File: config.mk
export PLATFORM = sky130hd
export DESIGN_NAME = commit_unit_flat
export DESIGN_NICKNAME = d
export VERILOG_FILES = /design/src/rtl/commit_unit_if.sv /design/src/rtl/commit_unit.sv /design/src/flat_wrapper.sv
export SDC_FILE = /design/constraint.sdc
export NUM_CORES = 1
export LEC_CHECK = 0
export ABC_CLOCK_PERIOD_IN_PS = 2000
export CORE_ASPECT_RATIO = 0.8
export CORE_UTILIZATION = 41
export CTS_BUF_LIST = sky130_fd_sc_hd__clkbuf_4
export DETAILED_ROUTE_END_ITERATION = 10
export GPL_TIMING_DRIVEN = 1
export PLACE_DENSITY = 0.87
export SETUP_SLACK_MARGIN = 0.05
export SLEW_MARGIN = 20
export SYNTH_ARGS = -nofsm -noshare
export SYNTH_HDL_FRONTEND = slang
export SYNTH_SLANG_ARGS = --single-unit
File: constraint.sdc
create_clock -name clk -period 2 [get_ports clk]
set_input_delay 0.3 -clock clk [delete_from_list [all_inputs] [get_ports clk]]
set_output_delay 0.3 -clock clk [all_outputs]
set_load 0.01 [all_outputs]
File: src/rtl/commit_unit_if.sv
// rtl/commit_unit_if.sv - ROB head, register file, store, and PC redirect signals of the commit stage
interface commit_unit_if #(
  parameter int W = 16,
  parameter int N = 3
);
  logic         rob_empty;
  logic         rob_valid;
  logic         rob_busy;
  logic [1:0]   rob_type;
  logic [W-1:0] rob_value;
  logic [W-1:0] rob_addr;
  logic [2:0]   rob_dest;
  logic         rob_mispredict;
  logic [N-1:0] rob_head;
  logic         rob_re;
  logic         flush;
  logic         rf_we;
  logic [2:0]   rf_dest;
  logic [W-1:0] rf_value;
  logic         rs_clear;
  logic [N-1:0] rs_tag;
  logic         mem_write;
  logic [W-1:0] mem_address;
  logic [W-1:0] mem_wdata;
  logic         mem_resp;
  logic         pc_load;
  logic [W-1:0] pc_target;
  logic         halted;
  logic [15:0]  commit_count;

  modport master (
    input  rob_empty, rob_valid, rob_busy, rob_type, rob_value, rob_addr,
           rob_dest, rob_mispredict, rob_head, mem_resp,
    output rob_re, flush, rf_we, rf_dest, rf_value, rs_clear, rs_tag,
           mem_write, mem_address, mem_wdata, pc_load, pc_target, halted,
           commit_count
  );

  modport slave (
    output rob_empty, rob_valid, rob_busy, rob_type, rob_value, rob_addr,
           rob_dest, rob_mispredict, rob_head, mem_resp,
    input  rob_re, flush, rf_we, rf_dest, rf_value, rs_clear, rs_tag,
           mem_write, mem_address, mem_wdata, pc_load, pc_target, halted,
           commit_count
  );
endinterface

File: src/rtl/commit_unit.sv
// rtl/commit_unit.sv - in-order retirement of the ROB head: register write, store handshake, branch resolve
module commit_unit #(
  parameter int W = 16
) (
  input  logic          clk,
  input  logic          reset,
  commit_unit_if.master bus
);
  typedef enum logic [1:0] {CHECK, STORE_WAIT, FLUSH, HALTED} state_t;

  state_t       state_q, state_d;
  logic [W-1:0] addr_q, data_q;
  logic [15:0]  count_q;
  logic         head_ready;
  logic         latch_store;

  logic         rob_re_c, flush_c, rf_we_c, mem_write_c, pc_load_c, halted_c;
  logic [2:0]   rf_dest_c;
  logic [W-1:0] rf_value_c, pc_target_c;

  assign head_ready = ~bus.rob_empty & bus.rob_valid & ~bus.rob_busy;

  always_ff @(posedge clk) begin
    if (reset) begin
      state_q <= CHECK;
      addr_q  <= '0;
      data_q  <= '0;
      count_q <= '0;
    end else begin
      state_q <= state_d;
      if (latch_store) begin
        addr_q <= bus.rob_addr;
        data_q <= bus.rob_value;
      end
      if (rob_re_c || flush_c)
        count_q <= count_q + 16'd1;
    end
  end

  always_comb begin
    state_d     = state_q;
    latch_store = 1'b0;
    rob_re_c    = 1'b0;
    flush_c     = 1'b0;
    rf_we_c     = 1'b0;
    rf_dest_c   = '0;
    rf_value_c  = '0;
    mem_write_c = 1'b0;
    pc_load_c   = 1'b0;
    pc_target_c = '0;
    halted_c    = 1'b0;
    case (state_q)
      CHECK: begin
        if (head_ready) begin
          case (bus.rob_type)
            2'b00: begin
              rf_we_c    = 1'b1;
              rf_dest_c  = bus.rob_dest;
              rf_value_c = bus.rob_value;
              rob_re_c   = 1'b1;
            end
            2'b01: begin
              latch_store = 1'b1;
              state_d     = STORE_WAIT;
            end
            2'b10: begin
              // A mispredict leaves the entry in place; the flush empties the ROB.
              if (bus.rob_mispredict) begin
                flush_c     = 1'b1;
                pc_load_c   = 1'b1;
                pc_target_c = bus.rob_addr;
                state_d     = FLUSH;
              end else begin
                rob_re_c = 1'b1;
              end
            end
            default: begin
              rob_re_c = 1'b1;
              state_d  = HALTED;
            end
          endcase
        end
      end
      STORE_WAIT: begin
        mem_write_c = 1'b1;
        if (bus.mem_resp) begin
          rob_re_c = 1'b1;
          state_d  = CHECK;
        end
      end
      FLUSH: state_d = CHECK;
      default: halted_c = 1'b1;
    endcase
  end

  assign bus.rob_re       = rob_re_c;
  assign bus.flush        = flush_c;
  assign bus.rf_we        = rf_we_c;
  assign bus.rf_dest      = rf_dest_c;
  assign bus.rf_value     = rf_value_c;
  assign bus.rs_clear     = rf_we_c;
  assign bus.rs_tag       = bus.rob_head;
  assign bus.mem_write    = mem_write_c;
  // Latched store fields are only presented while the request is live.
  assign bus.mem_address  = mem_write_c ? addr_q : '0;
  assign bus.mem_wdata    = mem_write_c ? data_q : '0;
  assign bus.pc_load      = pc_load_c;
  assign bus.pc_target    = pc_target_c;
  assign bus.halted       = halted_c;
  assign bus.commit_count = count_q;
endmodule
File: src/flat_wrapper.sv
// flat-port wrapper written by rule: the top's interface ports become plain ports
module commit_unit_flat 
#(
  parameter int W = 16
)
  (clk, reset, bus_rob_empty, bus_rob_valid, bus_rob_busy, bus_rob_type, bus_rob_value, bus_rob_addr, bus_rob_dest, bus_rob_mispredict, bus_rob_head, bus_mem_resp, bus_rob_re, bus_flush, bus_rf_we, bus_rf_dest, bus_rf_value, bus_rs_clear, bus_rs_tag, bus_mem_write, bus_mem_address, bus_mem_wdata, bus_pc_load, bus_pc_target, bus_halted, bus_commit_count);
  commit_unit_if #(.W(W)) bus_i ();
  input  logic clk;
  input  logic reset;
  input wire logic [$bits(bus_i.rob_empty)-1:0] bus_rob_empty;
  input wire logic [$bits(bus_i.rob_valid)-1:0] bus_rob_valid;
  input wire logic [$bits(bus_i.rob_busy)-1:0] bus_rob_busy;
  input wire logic [$bits(bus_i.rob_type)-1:0] bus_rob_type;
  input wire logic [$bits(bus_i.rob_value)-1:0] bus_rob_value;
  input wire logic [$bits(bus_i.rob_addr)-1:0] bus_rob_addr;
  input wire logic [$bits(bus_i.rob_dest)-1:0] bus_rob_dest;
  input wire logic [$bits(bus_i.rob_mispredict)-1:0] bus_rob_mispredict;
  input wire logic [$bits(bus_i.rob_head)-1:0] bus_rob_head;
  input wire logic [$bits(bus_i.mem_resp)-1:0] bus_mem_resp;
  output wire logic [$bits(bus_i.rob_re)-1:0] bus_rob_re;
  output wire logic [$bits(bus_i.flush)-1:0] bus_flush;
  output wire logic [$bits(bus_i.rf_we)-1:0] bus_rf_we;
  output wire logic [$bits(bus_i.rf_dest)-1:0] bus_rf_dest;
  output wire logic [$bits(bus_i.rf_value)-1:0] bus_rf_value;
  output wire logic [$bits(bus_i.rs_clear)-1:0] bus_rs_clear;
  output wire logic [$bits(bus_i.rs_tag)-1:0] bus_rs_tag;
  output wire logic [$bits(bus_i.mem_write)-1:0] bus_mem_write;
  output wire logic [$bits(bus_i.mem_address)-1:0] bus_mem_address;
  output wire logic [$bits(bus_i.mem_wdata)-1:0] bus_mem_wdata;
  output wire logic [$bits(bus_i.pc_load)-1:0] bus_pc_load;
  output wire logic [$bits(bus_i.pc_target)-1:0] bus_pc_target;
  output wire logic [$bits(bus_i.halted)-1:0] bus_halted;
  output wire logic [$bits(bus_i.commit_count)-1:0] bus_commit_count;
  assign bus_i.rob_empty = bus_rob_empty;
  assign bus_i.rob_valid = bus_rob_valid;
  assign bus_i.rob_busy = bus_rob_busy;
  assign bus_i.rob_type = bus_rob_type;
  assign bus_i.rob_value = bus_rob_value;
  assign bus_i.rob_addr = bus_rob_addr;
  assign bus_i.rob_dest = bus_rob_dest;
  assign bus_i.rob_mispredict = bus_rob_mispredict;
  assign bus_i.rob_head = bus_rob_head;
  assign bus_i.mem_resp = bus_mem_resp;
  assign bus_rob_re = bus_i.rob_re;
  assign bus_flush = bus_i.flush;
  assign bus_rf_we = bus_i.rf_we;
  assign bus_rf_dest = bus_i.rf_dest;
  assign bus_rf_value = bus_i.rf_value;
  assign bus_rs_clear = bus_i.rs_clear;
  assign bus_rs_tag = bus_i.rs_tag;
  assign bus_mem_write = bus_i.mem_write;
  assign bus_mem_address = bus_i.mem_address;
  assign bus_mem_wdata = bus_i.mem_wdata;
  assign bus_pc_load = bus_i.pc_load;
  assign bus_pc_target = bus_i.pc_target;
  assign bus_halted = bus_i.halted;
  assign bus_commit_count = bus_i.commit_count;
  commit_unit #(.W(W)) u_core (.clk(clk), .reset(reset), .bus(bus_i));
endmodule
Word level (Yosys, flattened, before mapping). Cells that the tools add are included.

Memory bits (writable): 0. Output and inout port bits: 93. Latch bits: 0. Bits in registers: 50. Logic and storage cells: 57. Memories kept: 0. Bits in read-only memories: 0. Input bits: 47.

Reduce and logical (&&, ||, !) cells: 6. Eq/ne operators: 8. Shift operators: 0. Order comparisons: 0. Multiplexer cells: 34. Div/mod/pow operators: 0. Multiply operators: 0. $add $sub $neg: 1. Bitwise logic cells: 4.

Operators by type and width (number): $mux 16 (9); $add 16x1->16 const B (1); $mux 1 (15); $pmux 2 s3 (2); $mux 3 (3); $mux 2 (3); $reduce_and 5->1 (1); $eq 2x1->1 const B (2); $eq 2x2->1 const B (2); $logic_not 2->1 (2); $ne 2x2->1 const B (2); $pmux 1 s2 (2); $ne 3x3->1 const B (1); $reduce_bool 3->1 (1); $reduce_or 3->1 (1); $and 1x1->1 (2); $ne 2x1->1 const B (1); $not 1->1 (2); $logic_or 1x1->1 (1).

Longest topological paths before layout.
Word-level depth: 6. Mapped depth: 9. Depth with buffers taken out: 6.

Worst setup path after synthesis. Ideal clock, no wire load.

Path type: reg-to-output. From: register u_core.state_q[1]. To: output bus_pc_target[10]. Data arrival time: 1554 ps. Stages on the path, launching flop included: 9. Buffers on the path: 3. Required time: 1700 ps. Path slack: 146 ps. Cells stage by stage: dfxtp_1 -> inv_1 -> ha_1 -> and4bb_1 -> buf_6 -> and3_1 -> clkbuf_1 -> buf_2 -> and2_1.

Longest elaborated chain between the ends: 2.

Ends and longest elaborated chain: start: declaration (line commit_unit.sv:11) `state_t state_q, state_d;`; start signal: assignment (line commit_unit.sv:30) `state_q <= state_d;`; $logic_not 2->1 (line commit_unit.sv:52) `case (state_q)`; $mux 16 (line commit_unit.sv:52); end: declaration (line flat_wrapper.sv:31) `output wire logic [$bits(bus_i.pc_target)-1:0] bus_pc_target;`.

No other way between the ends.

Final worst setup path.
From: register u_core.state_q[1]. To: output bus_rf_value[11].

Longest elaborated chain between the ends: 2.

Ends and longest elaborated chain: $logic_not 2->1 (line commit_unit.sv:52); $mux 16 (line commit_unit.sv:52); end: declaration (line flat_wrapper.sv:24) `output wire logic [$bits(bus_i.rf_value)-1:0] bus_rf_value;`.

No other way between the ends.

==> impl_metrics.yaml <==
pwr:
  pwr_density_cell_nw_per_um2: 516
  p_total_mw: 2.30
  leakagePower_nw: 1.81
  irDropWorstVdd_mv: 0.351
die:
  rows: 25
  die_h_um: 74.0
  floorplan.die.width_um: 92.0
  core_um2: 6070
  start_util_pct: 43.8
  dieArea_um2: 6800
  io_pins: 140
layout:
  finalNetCount: 547
  final_cell_mix: "nand2_1, clkdlybuf4s50_1, and2_1, dfxtp_1, a21oi_1"
  area_growth_pct: 67.6
  post-route-util_pct: 73.3
  final_common_cell: "nand2_1"
  fin_area_um2: 4450
  layout-drive-gt1-share_pct: 31.7
  diodes: 0
sta:
  max_slew.worst_pin.slew_ns: 0.494
  setup-tns-final_ns: -10.83
  clock.fmax_mhz: 418
  worst_slack_ns: -0.391
  slew_headroom_pct: 67.1
  fin_crit_sh_pct: 120
  drv_slew: 0
  layout_min_cycle_time_ns: 2.39
  grt_setup_unrepaired: "true"
  finalClockSkew_ns: 0.00820
  finalSetupViolCount: 42
  hold_viol: 0
global_route:
  grt_max_degree: 33
  grt_pass1_vias: 2714
  antenna_found_initial: 0
  grt_pass1_wl_um: 13500
  globalRouteTotalUtil_pct: 25.2
  grt_overflow: 0
logic_synthesis:
  seq_area_frac_synth_pct: 37.7
  ys_ff_latch: 50
  yosysWarnings: 0
  yosysTopAreaCell: "dfxtp_1"
  synth_top_area_share_pct: 37.7
  avgSynthCellArea_um2: 7.88
  postSynthCellCount: 337
  syn_nets: 388
  ys_top_cells_by_area: "dfxtp_1, and2_1, nand2_1, a21oi_1, ha_1"
  synth_cell_type_count: 36
  syn_area_um2: 2660
setup_path:
  cp.arrival_ns: 2.09
  cp_cell_sequence: "inv_2 -> ha_4 -> and4bb_2 -> nor3b_4 -> buf_2 -> buf_6 -> buf_6 -> and2_4 -> buf_6"
  critical-path-top-delay-family: "simple AND/OR/NAND/NOR gates"
  reg2regPathDepth: 9
  r2r_slack_ns: -0.02
  crit_buf_inv: 5
  cp.required_ns: 1.70
  r2r-end: "u_core.bus.commit_count[10]$_SDFFE_PP0P_"
  end_kind: "output port"
  worst_path_max_delay_cell: "dfxtp_2"
  path_common_cell: "buf_6"
  crit_fanout: 4
  crit_type: "reg2out"
  timing.rr.start: "u_core.state_q[1]$_SDFFE_PP0P_"
  startpoint_type: "flop"
  cpPeakStageDelay_ns: 0.36
clock_network:
  htree_levels: 2
  clk_latency_ns: 0.36
  cts_tree: "built"
  clock-root-buffer: "clkbuf_4"
  clk_pin_slew_ns: 0.14
  cts_max_path_buffers: 2
  cts_buffers: 5
  clock_sinks: 50
place:
  place_congestion: 0.812
  io_buffer_count: 133
  place_ws_ns: -0.548
  hpwl_um: 5660
  place_area_um2: 4150
drt:
  vias: 2976
  wl_per_cell_um: 16.2
  drt_iter0_drc: 140
  wl_um: 9320
  viasPerCell: 5.16
  drc: 0
  postRouteAntennaNets: 0
  drt_pre_antenna_iters: 5
status:
  violations: "negative setup slack"
  status: "complete, but fails checks"
hold_path:
  worstHoldEndpoint: "u_core.data_q[8]$_SDFFE_PP0P_"
  hp-class: "in2reg"
  worstHoldPathCells: 2
  hold_path_startpoint: "reset"
flow_run:
  max-cap-violations: 0
[worst max path at each step]
stage | from | to | cells after the start
CTS | u_core.state_q[1]$_SDFFE_PP0P_ | bus_rf_value[9] | 9
floorplan | u_core.state_q[1]$_SDFFE_PP0P_ | bus_pc_target[10] | 8
finish | u_core.state_q[1]$_SDFFE_PP0P_ | bus_rf_value[11] | 9
detailed placement | bus_rob_busy | bus_rf_value[0] | 6
global placement | bus_rob_busy | bus_rf_value[15] | 6
global route | u_core.state_q[1]$_SDFFE_PP0P_ | bus_rf_value[11] | 9
[through the flow]
step	cells	hold slack, ns
6_report	577	0.397
5_1_grt	577	0.381
4_1_cts	570	0.367
3_5_place_dp	547	0.443
3_3_place_gp	547	0.437
2_1_floorplan	337	0.429
[synth_stat cells (all sizes together)]
| cell | number |
|---|---|
| nor2b | 1 |
| and2 | 67 |
| a41oi | 1 |
| a31oi | 1 |
| or3 | 7 |
| dfxtp | 50 |
| o31ai | 6 |
| and4 | 4 |
| nand4 | 5 |
| and4bb | 1 |
| ha | 4 |
| a32o | 1 |
| a21oi | 47 |
| inv | 7 |
| mux2i | 1 |
| nand2 | 70 |
| clkbuf | 14 |
| or4 | 6 |
| xnor2 | 1 |
| and3 | 3 |
| o41ai | 2 |
| or2b | 1 |
| a22oi | 1 |
| and3b | 1 |
| o21ai | 8 |
| nor3b | 1 |
| nand3 | 4 |
| nand3b | 1 |
| buf | 14 |
| nor2 | 4 |
| xor2 | 1 |
| a211o | 2 |
[cell families after synthesis]
kind of cell	Yosys count	share of synthesized area, %
and+or+nand+nor	176	35.6
AOI/OAI and AO/OA	69	16.4
DFF	50	37.7
buffers and inverters	35	7.40
adders and majority gates	4	1.89
xor gates and xnor gates	2	0.660
muxes	1	0.377
[worst reg2reg max path, stage by stage, from the launching register on]
cell and delay (ns):
dfxtp_2 0.36, inv_2 0.07, ha_4 0.13, and4bb_2 0.29, buf_4 0.13, buf_6 0.09
buf_6 0.12, a22oi_4 0.11, or4_1 0.52, a21oi_1 0.14
[where the power goes]
| part | internal [mW] | switching (mW) |
|---|---|---|
| Sequential | 1.03 | 0.0170 |
| Combinational | 0.367 | 0.302 |
| Clock | 0.259 | 0.321 |
| Total | 1.66 | 0.640 |
[flip-flops by register name (all words and copies together) (netlist names)]
register                 cells
u_core.state_q               2
u_core.data_q               16
u_core.addr_q               16
u_core.bus.commit_count     16
[what timing repair did]
item / CTS / global route
buffers inserted: 12 / 7
gates resized for setup: 241 / 66
pin swaps: 12 / 13
setup endpoints to repair: 73 / 73
cloned: 5 / 2
hold buffers: 0 / 0
[area by class of cell]
cell class | count | area (µm²)
fillers | 464 | 1620
well taps | 81 | 101
inverters | 7 | 26.3
flip-flops and latches | 50 | 1000
clock buffers | 5 | 37.5
repair buffers | 177 | 1650
clock inverters | 2 | 38.8
multi-input cells | 255 | 1600
[routing by layer]
metal,global-route usage [%],vias up,share of wire (%)
met2,47.3,129,52
met4,5.90,0,0.72
met3,3.78,6,6.1
met1,30.8,1394,41
li1,-,1447,-
met5,0,-,0
No activity file was read; power rests on OpenSTA's default activity.
